**src/rtl/mem_access_unit_pkg.sv**
```systemverilog
// Shared definitions for the data-memory access path.
//   - MEM_* : bit positions of the decoder's one-hot mem_src vector.
//   - state_t : mem_access_unit FSM state encoding.
//   - op_t : compact operation code derived from mem_src (lowest set bit wins).
//   - decode_op / is_load / is_store : helpers used by the unit and its datapath.
package mem_access_unit_pkg;

  localparam int MEM_SRC_W = 12;

  localparam int MEM_LW  = 0;
  localparam int MEM_LB  = 1;
  localparam int MEM_LBU = 2;
  localparam int MEM_LH  = 3;
  localparam int MEM_LHU = 4;
  localparam int MEM_LWL = 5;
  localparam int MEM_LWR = 6;
  localparam int MEM_SW  = 7;
  localparam int MEM_SB  = 8;
  localparam int MEM_SH  = 9;
  localparam int MEM_SWL = 10;
  localparam int MEM_SWR = 11;

  typedef enum logic [1:0] {
    ST_IDLE    = 2'd0,
    ST_REQ     = 2'd1,
    ST_WAIT_RD = 2'd2,
    ST_DONE    = 2'd3
  } state_t;

  // Op codes share their numeric value with the mem_src bit index.
  typedef enum logic [3:0] {
    OP_LW   = 4'd0,
    OP_LB   = 4'd1,
    OP_LBU  = 4'd2,
    OP_LH   = 4'd3,
    OP_LHU  = 4'd4,
    OP_LWL  = 4'd5,
    OP_LWR  = 4'd6,
    OP_SW   = 4'd7,
    OP_SB   = 4'd8,
    OP_SH   = 4'd9,
    OP_SWL  = 4'd10,
    OP_SWR  = 4'd11,
    OP_NONE = 4'd15
  } op_t;

  // Priority-encode mem_src. Scanning from the top down lets the lowest
  // set bit overwrite any higher one, so an illegal multi-hot input still
  // resolves deterministically.
  function automatic op_t decode_op(input logic [MEM_SRC_W-1:0] src);
    op_t op;
    op = OP_NONE;
    for (int i = MEM_SRC_W - 1; i >= 0; i--) begin
      if (src[i]) op = op_t'(i[3:0]);
    end
    return op;
  endfunction

  function automatic logic is_store(input op_t op);
    return op inside {OP_SW, OP_SB, OP_SH, OP_SWL, OP_SWR};
  endfunction

  function automatic logic is_load(input op_t op);
    return op inside {OP_LW, OP_LB, OP_LBU, OP_LH, OP_LHU, OP_LWL, OP_LWR};
  endfunction

endpackage

```
**src/rtl/mem_align.sv**
```systemverilog
// Combinational byte-lane datapath for mem_access_unit.
// Ports:
//   op        : decoded memory operation
//   byte_off  : addr[1:0] of the access
//   rt_data   : store source / old rt value for LWL/LWR merge
//   rdata     : word returned by the memory bus
//   strb      : byte write strobes (0000 for loads and no-op)
//   wdata     : lane-shifted write data (0 for loads and no-op)
//   load_data : extracted, extended or merged load result (0 for stores)
// Byte ordering is little-endian: byte k lives in bits [8k+7:8k].
module mem_align
  import mem_access_unit_pkg::*;
(
  input  op_t         op,
  input  logic [1:0]  byte_off,
  input  logic [31:0] rt_data,
  input  logic [31:0] rdata,
  output logic [3:0]  strb,
  output logic [31:0] wdata,
  output logic [31:0] load_data
);

  // lo_sh = 8*a, hi_sh = 8*(3-a); for a 2-bit a, 3-a is simply ~a.
  logic [4:0]  lo_sh;
  logic [4:0]  hi_sh;
  logic [7:0]  rd_byte;
  logic [15:0] rd_half;

  assign lo_sh   = {byte_off, 3'b000};
  assign hi_sh   = {~byte_off, 3'b000};
  assign rd_byte = rdata[lo_sh +: 8];
  assign rd_half = byte_off[1] ? rdata[31:16] : rdata[15:0];

  // Store path.
  always_comb begin
    strb  = 4'b0000;
    wdata = 32'h0;
    case (op)
      OP_SW: begin
        strb  = 4'b1111;
        wdata = rt_data;
      end
      OP_SB: begin
        strb  = 4'b0001 << byte_off;
        wdata = {4{rt_data[7:0]}};
      end
      OP_SH: begin
        strb  = byte_off[1] ? 4'b1100 : 4'b0011;
        wdata = {2{rt_data[15:0]}};
      end
      OP_SWL: begin
        // Writes the top (a+1) bytes of rt into lanes 0..a.
        strb  = 4'b1111 >> ~byte_off;
        wdata = rt_data >> hi_sh;
      end
      OP_SWR: begin
        // Writes the low (4-a) bytes of rt into lanes a..3.
        strb  = 4'b1111 << byte_off;
        wdata = rt_data << lo_sh;
      end
      default: begin
        strb  = 4'b0000;
        wdata = 32'h0;
      end
    endcase
  end

  // Load path.
  always_comb begin
    load_data = 32'h0;
    case (op)
      OP_LW:  load_data = rdata;
      OP_LB:  load_data = {{24{rd_byte[7]}}, rd_byte};
      OP_LBU: load_data = {24'h0, rd_byte};
      OP_LH:  load_data = {{16{rd_half[15]}}, rd_half};
      OP_LHU: load_data = {16'h0, rd_half};
      OP_LWL: begin
        case (byte_off)
          2'd0:    load_data = {rdata[7:0],  rt_data[23:0]};
          2'd1:    load_data = {rdata[15:0], rt_data[15:0]};
          2'd2:    load_data = {rdata[23:0], rt_data[7:0]};
          default: load_data = rdata;
        endcase
      end
      OP_LWR: begin
        case (byte_off)
          2'd0:    load_data = rdata;
          2'd1:    load_data = {rt_data[31:24], rdata[31:8]};
          2'd2:    load_data = {rt_data[31:16], rdata[31:16]};
          default: load_data = {rt_data[31:8],  rdata[31:24]};
        endcase
      end
      default: load_data = 32'h0;
    endcase
  end

endmodule

```
**src/rtl/mem_access_unit.sv**
```systemverilog
// Multi-cycle data-memory access unit.
// Accepts one load/store per req handshake, drives one word-aligned bus
// request, waits for read data on loads, and pulses done for one cycle.
// Ports:
//   clk, rst_n        : clock, asynchronous active-low reset
//   req_valid/ready   : request handshake (accepted when both are 1 at a rising edge)
//   mem_src           : one-hot operation select from the decoder
//   addr, rt_data     : effective address, store data / merge source
//   mem_addr/valid/ready/wen/strb/wdata : bus request channel
//   mem_rdata, mem_rdata_valid          : bus read-data return
//   done              : one-cycle completion pulse
//   load_data         : last completed load result, held until the next load completes
//   dbg_state         : current FSM state (state_t encoding)
// Handshakes: a transfer happens on a rising edge where valid and ready are
// both 1; a valid side holds its payload stable until that edge, and ready
// never depends combinationally on the same-cycle valid of the other side.
module mem_access_unit
  import mem_access_unit_pkg::*;
(
  input  logic                 clk,
  input  logic                 rst_n,
  input  logic                 req_valid,
  output logic                 req_ready,
  input  logic [MEM_SRC_W-1:0] mem_src,
  input  logic [31:0]          addr,
  input  logic [31:0]          rt_data,
  output logic [31:0]          mem_addr,
  output logic                 mem_valid,
  input  logic                 mem_ready,
  output logic                 mem_wen,
  output logic [3:0]           mem_strb,
  output logic [31:0]          mem_wdata,
  input  logic [31:0]          mem_rdata,
  input  logic                 mem_rdata_valid,
  output logic                 done,
  output logic [31:0]          load_data,
  output logic [1:0]           dbg_state
);

  state_t      state_q;
  state_t      state_d;
  op_t         op_q;
  op_t         op_in;
  logic [31:0] addr_q;
  logic [31:0] rt_q;
  logic [31:0] load_q;
  logic        accept;
  logic        capture_load;

  logic [3:0]  align_strb;
  logic [31:0] align_wdata;
  logic [31:0] align_load;

  assign op_in = decode_op(mem_src);

  // Next state and handshake outputs.
  always_comb begin
    state_d      = state_q;
    req_ready    = 1'b0;
    mem_valid    = 1'b0;
    done         = 1'b0;
    accept       = 1'b0;
    capture_load = 1'b0;
    case (state_q)
      ST_IDLE: begin
        req_ready = 1'b1;
        if (req_valid) begin
          accept  = 1'b1;
          // An empty mem_src completes without touching the bus.
          state_d = (op_in == OP_NONE) ? ST_DONE : ST_REQ;
        end
      end
      ST_REQ: begin
        mem_valid = 1'b1;
        if (mem_ready) begin
          state_d = is_store(op_q) ? ST_DONE : ST_WAIT_RD;
        end
      end
      ST_WAIT_RD: begin
        if (mem_rdata_valid) begin
          capture_load = 1'b1;
          state_d      = ST_DONE;
        end
      end
      ST_DONE: begin
        done    = 1'b1;
        state_d = ST_IDLE;
      end
      default: state_d = ST_IDLE;
    endcase
  end

  always_ff @(posedge clk or negedge rst_n) begin
    if (!rst_n) begin
      state_q <= ST_IDLE;
    end else begin
      state_q <= state_d;
    end
  end

  // Request capture: everything the bus sees is derived from these
  // registers, so bus outputs cannot move while mem_valid waits.
  always_ff @(posedge clk or negedge rst_n) begin
    if (!rst_n) begin
      op_q   <= OP_NONE;
      addr_q <= 32'h0;
      rt_q   <= 32'h0;
    end else if (accept) begin
      op_q   <= op_in;
      addr_q <= addr;
      rt_q   <= rt_data;
    end
  end

  always_ff @(posedge clk or negedge rst_n) begin
    if (!rst_n) begin
      load_q <= 32'h0;
    end else if (capture_load) begin
      load_q <= align_load;
    end
  end

  mem_align u_align (
    .op        (op_q),
    .byte_off  (addr_q[1:0]),
    .rt_data   (rt_q),
    .rdata     (mem_rdata),
    .strb      (align_strb),
    .wdata     (align_wdata),
    .load_data (align_load)
  );

  assign mem_addr  = {addr_q[31:2], 2'b00};
  assign mem_wen   = is_store(op_q);
  assign mem_strb  = align_strb;
  assign mem_wdata = align_wdata;
  assign load_data = load_q;
  assign dbg_state = state_q;

endmodule
```
**config.mk**
```make
export PLATFORM = sky130hd
export DESIGN_NAME = mem_access_unit
export DESIGN_NICKNAME = d
export VERILOG_FILES = /design/src/rtl/mem_access_unit_pkg.sv /design/src/rtl/mem_align.sv /design/src/rtl/mem_access_unit.sv
export SDC_FILE = /design/constraint.sdc
export NUM_CORES = 1
export LEC_CHECK = 0
export CAP_MARGIN = 15
export CORE_MARGIN = 2
export CORE_UTILIZATION = 44
export DETAILED_ROUTE_END_ITERATION = 10
export PLACE_DENSITY = 0.79
export RECOVER_POWER = 25
export SLEW_MARGIN = 30
export SYNTH_ARGS = -nofsm -noshare
export SYNTH_HDL_FRONTEND = slang
export SYNTH_HIERARCHICAL = 1
export SYNTH_SLANG_ARGS = --single-unit
```
**constraint.sdc**
```tcl
create_clock -name clk -period 2.1 [get_ports clk]
set_input_delay 0.525 -clock clk [delete_from_list [all_inputs] [get_ports clk]]
set_output_delay 0.525 -clock clk [all_outputs]
set_load 0.02 [all_outputs]
```
== After elaboration in Yosys (flattened, before gate mapping) ==
Cells that the tools add are included.

* Register bits: 102
* Bits in latches: 0
* RAM bits: 0
* Memory bits (read-only): 0
* Input bits: 113
* Output and inout bits: 106
* Word-level logic and storage cells: 69
* Memories kept: 0

* $add $sub $neg: 0
* $mul: 0
* Div/mod/pow operators: 0
* Magnitude comparators: 0
* Equality and inequality tests: 20
* Shift-type cells: 6
* Muxes and demuxes: 32
* Bitwise logic cells: 1
* Reduce and logical (&&, ||, !) cells: 5

{| class="wikitable"
|+ Operator list
! cell !! number
|-
| one-hot mux 32 bit (7 select lines) || 1
|-
| one-hot mux 32 bit (3 select lines) || 2
|-
| one-hot mux 32 bit (5 select lines) || 1
|-
| two-way mux 4 bit || 9
|-
| variable part select 32 x 6 -> 8 bit || 1
|-
| left shift 32 x 5 -> 32 bit || 1
|-
| right shift 32 x 5 -> 32 bit || 1
|-
| == test 4 bit (second input constant) || 5
|-
| one-hot mux 4 bit (5 select lines) || 1
|-
| == test 4 x 3 -> 1 bit (second input constant) || 4
|-
| two-way mux 16 bit || 1
|-
| two-way mux 3 bit || 4
|-
| == test 4 x 2 -> 1 bit (second input constant) || 2
|-
| two-way mux 1 bit || 8
|-
| two-way mux 2 bit || 4
|-
| one-hot mux 2 bit (4 select lines) || 1
|-
| == test 2 bit (second input constant) || 3
|-
| inequality test 2 bit (second input constant) || 3
|-
| nonzero test 5 bit || 1
|-
| == test 2 x 1 -> 1 bit (second input constant) || 2
|-
| == test 4 x 1 -> 1 bit (second input constant) || 1
|-
| logical NOT 2 bit || 2
|-
| logical NOT 4 bit || 1
|-
| left shift 1 x 2 -> 4 bit (first input constant) || 1
|-
| other kinds (4) || 4
|}

== Logic depth before layout (Yosys ltp) ==
Gate-level depths: netlist (run 1).

* Depth in word-level cells: 16
* Depth in mapped cells: 9

== Hierarchy ==
Netlist (run 1), hierarchy kept.

{| class="wikitable"
|+ Modules (own cells, without submodules)
! module !! instances !! cells an instance !! area an instance (um2) !! seq. area each (um2)
|-
| mem_access_unit || 1 || 289 || 4219.0 || 2557.5
|-
| mem_align || 1 || 404 || 3279.4 || 0.0
|}

== Worst setup path after synthesis (run 1) ==
No wires, ideal clock.

* Path type: reg-to-output
* Start: register op_q[3]
* End: output port mem_wdata[11]
* Arrival time: 1736 ps
* Setup slack: -161 ps
* Stages on the path, launching flop included: 7
* Buffers on the path: 2
* Path through: dfstp_2 > buf_4 > buf_6 > or3b_1 > a21oi_4 > a222oi_1 > o21ai_1

* Word-level cells in the longest chain between the ends: 2
* Elaborated cells on any way between the ends: 6
* Those cells by class: eq/ne: 5; mux: 1

{| class="wikitable"
|+ RTL lines
! what !! line !! RTL
|-
| start, declared || mem_access_unit.sv:42 || <nowiki>op_t op_q;</nowiki>
|-
| start signal, assigned || mem_access_unit.sv:109 || <nowiki>op_q <= op_in;</nowiki>
|-
| == test 4 bit or == test 4 x 3 -> 1 bit (tied branches) || mem_align.sv:38 || <nowiki>case (op)</nowiki>
|-
| one-hot mux 32 bit (5 select lines) * || mem_align.sv:38 ||
|-
| end, declared || mem_access_unit.sv:32 || <nowiki>output logic [31:0] mem_wdata,</nowiki>
|}

Mark *: on every way between the ends. The rest lies on a longest branch, timed or not.

== Final worst setup path (run 1) ==
* Start: register op_q[2]
* End: output port mem_wdata[22]

The elaborated chain is that of the path after synthesis.

==> results of run 1 <==
-- routing by layer --
layer / wire [µm] / GRT usage / vias to the layer above
met2: 14700 / 0.486 / 730
li1: - / - / 3357
met1: 11200 / 0.390 / 3945
met5: 0 / 0 / -
met3: 3760 / 0.0863 / 209
met4: 1820 / 0.146 / 0
-- final cells by class --
cell class,instances,area share
timing repair buffer,435,0.347
multi-input combinational,499,0.400
tap,220,0.0216
sequential,102,0.202
inverter,10,0.00295
clock buffer,10,0.0188
clock inverter,6,0.00728
-- worst min-delay path by stage --
stage	from	end	slack, ns	cells past startpoint
floorplan	rst_n	addr_q[0]	0.23	0
global placement	rst_n	load_data[8]	0.46	1
detailed placement	rst_n	load_data[14]	0.46	1
CTS	rst_n	load_data[8]	0.08	1
global route	load_data[13]	load_data[13]	0.52	1
finish	rst_n	load_data[8]	0.50	1
-- stage by stage --
| stage | util | instances | total power [mW] |
|---|---|---|---|
| finish | 0.764 | 1282 | 19.1 |
| global placement | 0.640 | 1188 | 13.7 |
| floorplan | - | 694 | 10.0 |
| CTS | 0.714 | 1243 | 17.5 |
| global route | 0.764 | 1282 | 19.8 |
| detailed placement | 0.640 | 1188 | 13.9 |
-- power by group through the flow --
stage          registers [mW]  logic, mW  clock network [mW]
5_1_grt                  3.83       14.0                2.02
6_report                 3.74       13.5                1.91
3_3_place_gp             3.67       10.1                   0
2_1_floorplan            4.07       5.93                   0
3_5_place_dp             3.72       10.2                   0
4_1_cts                  3.66       11.9                1.93
-- Yosys cell counts, drive strengths merged (4+ instances only) --
master / count / area share
a211oi: 10 / 0.011
a21oi: 21 / 0.017
a221o: 13 / 0.017
a221oi: 14 / 0.016
a222oi: 6 / 0.0080
a22o: 14 / 0.016
a22oi: 33 / 0.033
buf: 81 / 0.078
dfrtp: 98 / 0.33
dfstp: 4 / 0.014
ha: 4 / 0.0067
inv: 10 / 0.0050
mux2: 106 / 0.16
mux2i: 30 / 0.040
mux4: 22 / 0.066
nand2: 68 / 0.034
nand2b: 6 / 0.0050
nand3: 30 / 0.027
nand4: 5 / 0.0042
nand4b: 4 / 0.0063
nor2: 27 / 0.016
nor3: 6 / 0.0075
o21ai: 27 / 0.020
o2bb2ai: 6 / 0.0070
-- timing repair --
item                       4_1_cts  5_1_grt
gates cloned                     7        4
setup endpoints to repair       72       70
hold endpoints to repair         0        0
pin swaps                       38       51
hold buffers                     0        0
setup buffers                   35       43
resized for setup              319      110
-- flip-flops by register name, summed over array words and instances, names as in the netlist --
signal	flops
addr_q	32
dbg_state	2
rt_q	32
op_q	4
load_data	32
-- logic make-up (layout without fill, tap and decap cells) --
kind of cell,Yosys count,count (layout),synth area share
xor gates and xnor gates,1,1,0.00117
DFF,102,102,0.341
muxes,158,158,0.266
and+or+nand+nor,165,165,0.121
adders and majority gates,4,4,0.00667
buffers and inverters,94,461,0.0844
other,1,2,0.000500
AOI/OAI and AO/OA,168,169,0.179
==> qor.yml, run 1 <==
outcome: "finished, violations left"
violations: "negative setup slack"
cts-root-buf: "clkbuf_16"
postSynthAreaPerCell_um2: 10.8
antenna_cells: 0
r2r_start: "op_q[2]"
placed_area_um2: 10700
crit_type: "reg2out"
synth-edff-count: 0
rows: 47
pre_cts_slack_ns: -0.731
grt_usage: 0.307
die-area_um2: 18100
worst_slew_pin_slew_ns: 1.48
cp_cell_sequence: "nand2b_4, buf_6, a21oi_4, buf_12, a222oi_1, nand2_1, buf_6"
fin_ws_ns: -0.631
fmax_ghz: 0.366
critPathMaxFanout: 8
via_count: 8241
numPortBuffers: 216
drc: 0
ir_drop_uv: 991
dr.pass1.iters: 6
hold_violations: 0
area_growth_pct: 69.6
cts_buffer_depth: 2
drtIter0Drc: 1278
grt_first_pass_wirelength_um: 42800
cts_tree: "yes"
r2r_end: "load_data[1]"
syn_inst: 693
clock_sinks: 102
setup_tns_ns: -24.33
die_h_um: 135
hp-class: "in2async"
async_reset_ff_frac: 1.00
multiInputGateArea_um2: 5090
gp_congestion: 0.967
synth_warnings: 6
powerDensity_nw_per_um2: 1510
whs_ns: 0.503
sw_frac_of_total: 0.425
clkPwrFrac: 0.100
finalCritPeriodShare: 1.30
core-area_um2: 16600
p_leak_nw: 5.53
cts.htree.levels: 3
yosysSeqAreaShare: 0.341
seq_area_um2: 2560
worstSetupStartpointType: "register"
setup-violations-final: 69
grt_pass1_vias: 7794
critical_path_cell_count: 7
wl_per_cell_um: 24.6
reg2reg_depth: 11
insertion_delay_ns: 0.36
p_int_mw: 11.0
required_ns: 1.57
power_frac_comb: 0.705
path_buf_inv: 3
cap_violations: 0
syn_area_um2: 7500
hpwlAfterDp_um: 18700
slowest_delay_ns: 0.58
fin_nets: 1174
p_seq_frac: 0.195
grt-ovfl-total: 0
ys_seq_elements: 102
end_kind: "output port"
mostFrequentLayoutCells: "clkdlybuf4s50_1 (175), buf_4 (160), dfrtp_1 (96)"
worstPathArrival_ns: 2.21
fill_cells: 991
stdcell_area_um2: 12700
die_w_um: 135
grt_max_degree: 62
pin_count: 219
clkTransAtPathRegs_ns: 0.08
wirelength_um: 31600
r2r_slack_ns: -0.34
antenna_found_initial: 0
ys.flop_type: "dfrtp_1"
switching_power_mw: 8.14
ant_nets: 0
cp-endpoint: "mem_wdata[22]"
crit_path_frequent_cell: "buf_6"
path_delay_family: "flip-flops"
layout_commonest_cell: "clkdlybuf4s50_1"
numCtsBuffers: 9
finalMaxSlewViolations: 0
max_slew_margin: 0.0104
crit_path_start: "op_q[2]"
ys_types: 79
initial_utilization: 0.451
avgViaCountPerCell: 6.43
rsz0062_at_grt: "true"
finClkSkew_ns: 0.00790
critPathSlowestCell: "dfstp_2"
finalCriticalPeriod_ns: 2.73
layout-drive-gt1-share: 0.515
Note: power is estimated with default switching activity, not from simulation.
==> run 2, diff against run 1 <==
- CORE_MARGIN: 2 -> 3
==> qor.yml, run 2 (synthesized netlist as in run 1, its figures left out) <==
outcome: "finished, violations left"
gp_congestion: 1.00  # +3.7%
hold_violations: 0  # unchanged
multiInputGateArea_um2: 5090  # about the same
finalCritPeriodShare: 1.34  # +0.0383
area_growth_pct: 70.2
violations: "max-capacitance violations, max-slew violations, negative setup slack"
via_count: 8324  # +1.0%
avgViaCountPerCell: 6.48  # +0.85%
max_slew_margin: -0.167  # -0.178
power_frac_comb: 0.721  # +0.016
stdcell_area_um2: 12800  # +0.36%
wl_per_cell_um: 24.8  # +0.60%
r2r_start: "addr_q[0]"
core-area_um2: 16600  # unchanged
worstPathArrival_ns: 2.29  # +0.08 ns
crit_path_start: "addr_q[0]"
cts-root-buf: "clkbuf_16"
grt_first_pass_wirelength_um: 45800  # +7.0%
fin_ws_ns: -0.711  # -0.0805 ns
dr.pass1.iters: 6  # unchanged
hpwlAfterDp_um: 19700  # +5.2%
r2r_slack_ns: -0.44  # -0.10 ns
initial_utilization: 0.451  # unchanged
cap_violations: 1  # +1
setup_tns_ns: -30.52  # -6.19 ns
pin_count: 219  # unchanged
fill_cells: 975  # -1.6%
min_from: "load_data[6]"
cts.htree.levels: 3  # unchanged
ir_drop_uv: 1170  # +18%
ant_nets: 0  # unchanged
cts_tree: "yes"
drc: 0  # unchanged
setup-violations-final: 104  # +51%
end_kind: "output port"
grt_usage: 0.320  # +0.0127
cts_buffer_depth: 2  # unchanged
die_w_um: 137  # +1.5%
wirelength_um: 31800  # +0.75%
grt_pass1_vias: 8305  # +6.6%
pre_cts_slack_ns: -0.700  # +0.0310 ns
finClkSkew_ns: 0.00835  # +0.000453 ns
critPathMaxFanout: 8  # unchanged
grt-ovfl-total: 0  # unchanged
crit_type: "reg2out"
die_h_um: 137  # +1.5%
hp-class: "reg2reg"
placed_area_um2: 10700  # +0.59%
clkTransAtPathRegs_ns: 0.07  # about the same
insertion_delay_ns: 0.36  # about the same
powerDensity_nw_per_um2: 1490  # -1.1%
switching_power_mw: 8.17  # +0.38%
antenna_cells: 0  # unchanged
finalMaxSlewViolations: 28  # +28
worstSetupStartpointType: "register"
grt_max_degree: 48  # -23%
required_ns: 1.57  # about the same
numPortBuffers: 216  # unchanged
finalCriticalPeriod_ns: 2.81  # +0.0805 ns
fmax_ghz: 0.356  # -2.9%
mostFrequentLayoutCells: "clkdlybuf4s50_1 (175), buf_4 (139), dfrtp_1 (96)"
utilization: 0.767  # +0.00278
antenna_found_initial: 1  # +1
rsz0062_at_grt: "true"
layout_commonest_cell: "clkdlybuf4s50_1"
layout-drive-gt1-share: 0.500  # -0.0151
numCtsBuffers: 9  # unchanged
rows: 47  # unchanged
clock_sinks: 102  # unchanged
p_leak_nw: 5.53  # +0.11%
p_total_mw: 19.0  # -0.76%
worst_slew_pin_slew_ns: 1.75  # +0.267 ns
sw_frac_of_total: 0.430  # +0.00491
p_seq_frac: 0.194  # about the same
seq_area_um2: 2560  # unchanged
drtIter0Drc: 1257  # -1.6%
p_int_mw: 10.8  # -1.6%
die-area_um2: 18600  # +3.0%
clkPwrFrac: 0.085  # -0.015
fin_nets: 1177  # +0.26%
run 2: cell count changes in the layout (fill, tap and decap cells not counted), moves of 4 or more:
cell and delta:
mux2i_1 -4, a22oi_1 +13, nand2_2 -4, a22oi_2 -13, a221oi_2 -6, a221oi_1 +6
o2bb2ai_2 -4, buf_6 +19, buf_4 -21
run 2: worst max-delay path: stages (launching register included):
cell and delay [ns]:
dfrtp_4 0.53, buf_12 0.17, buf_6 0.14, mux2i_2 0.16
o32ai_1 0.54, a221o_1 0.25, buf_6 0.13
run 2: power by group through the flow:
stage | Clock [mW] | Combinational, mW | Sequential, mW
after global placement | 0 | 10.3 | 3.57
after global routing | 1.71 | 14.2 | 3.79
after floorplan | 0 | 5.93 | 4.07
final | 1.61 | 13.7 | 3.69
after CTS | 1.61 | 12.4 | 3.63
after detailed placement | 0 | 10.4 | 3.62
run 2: path summary, 6_finish.rpt:
check,cells after the start,to
worst max register to register,10,load_data[19]
worst min register to register,1,load_data[6]
min in group asynchronous,1,load_data[28]
worst max-delay path,6,mem_wdata[17]
worst min-delay path,1,load_data[6]
max in group asynchronous,2,rt_q[26]
run 2: repair_timing:
action / in CTS / in global routing
buffers inserted: 41 / 31
hold buffers: 0 / 0
resized for setup: 361 / 84
cloned: 8 / 2
pin swaps: 43 / 45
endpoints found under the setup margin: 72 / 69
run 2: cell type report:
type,count,share of cell area
Clock buffer,9,0.0176
Tap cell,220,0.0216
Timing Repair Buffer,439,0.355
Inverter,10,0.00294
Sequential cell,102,0.201
Clock inverter,6,0.00294
Multi-Input combinational cell,498,0.399
run 2: per-layer routing:
metal | up-vias | part of all wire | global-route usage
met2 | 742 | 0.47 | 0.516
met3 | 180 | 0.11 | 0.0838
li1 | 3379 | - | -
met1 | 4021 | 0.35 | 0.392
met5 | - | 0.0015 | 0
met4 | 2 | 0.058 | 0.171
run 2: per-stage QoR:
step                      cells  hold slack (ns)
after CTS                  1259            0.100
after global placement     1198            0.482
after floorplan             694            0.229
after global routing       1284            0.520
final                      1284            0.508
after detailed placement   1198            0.483
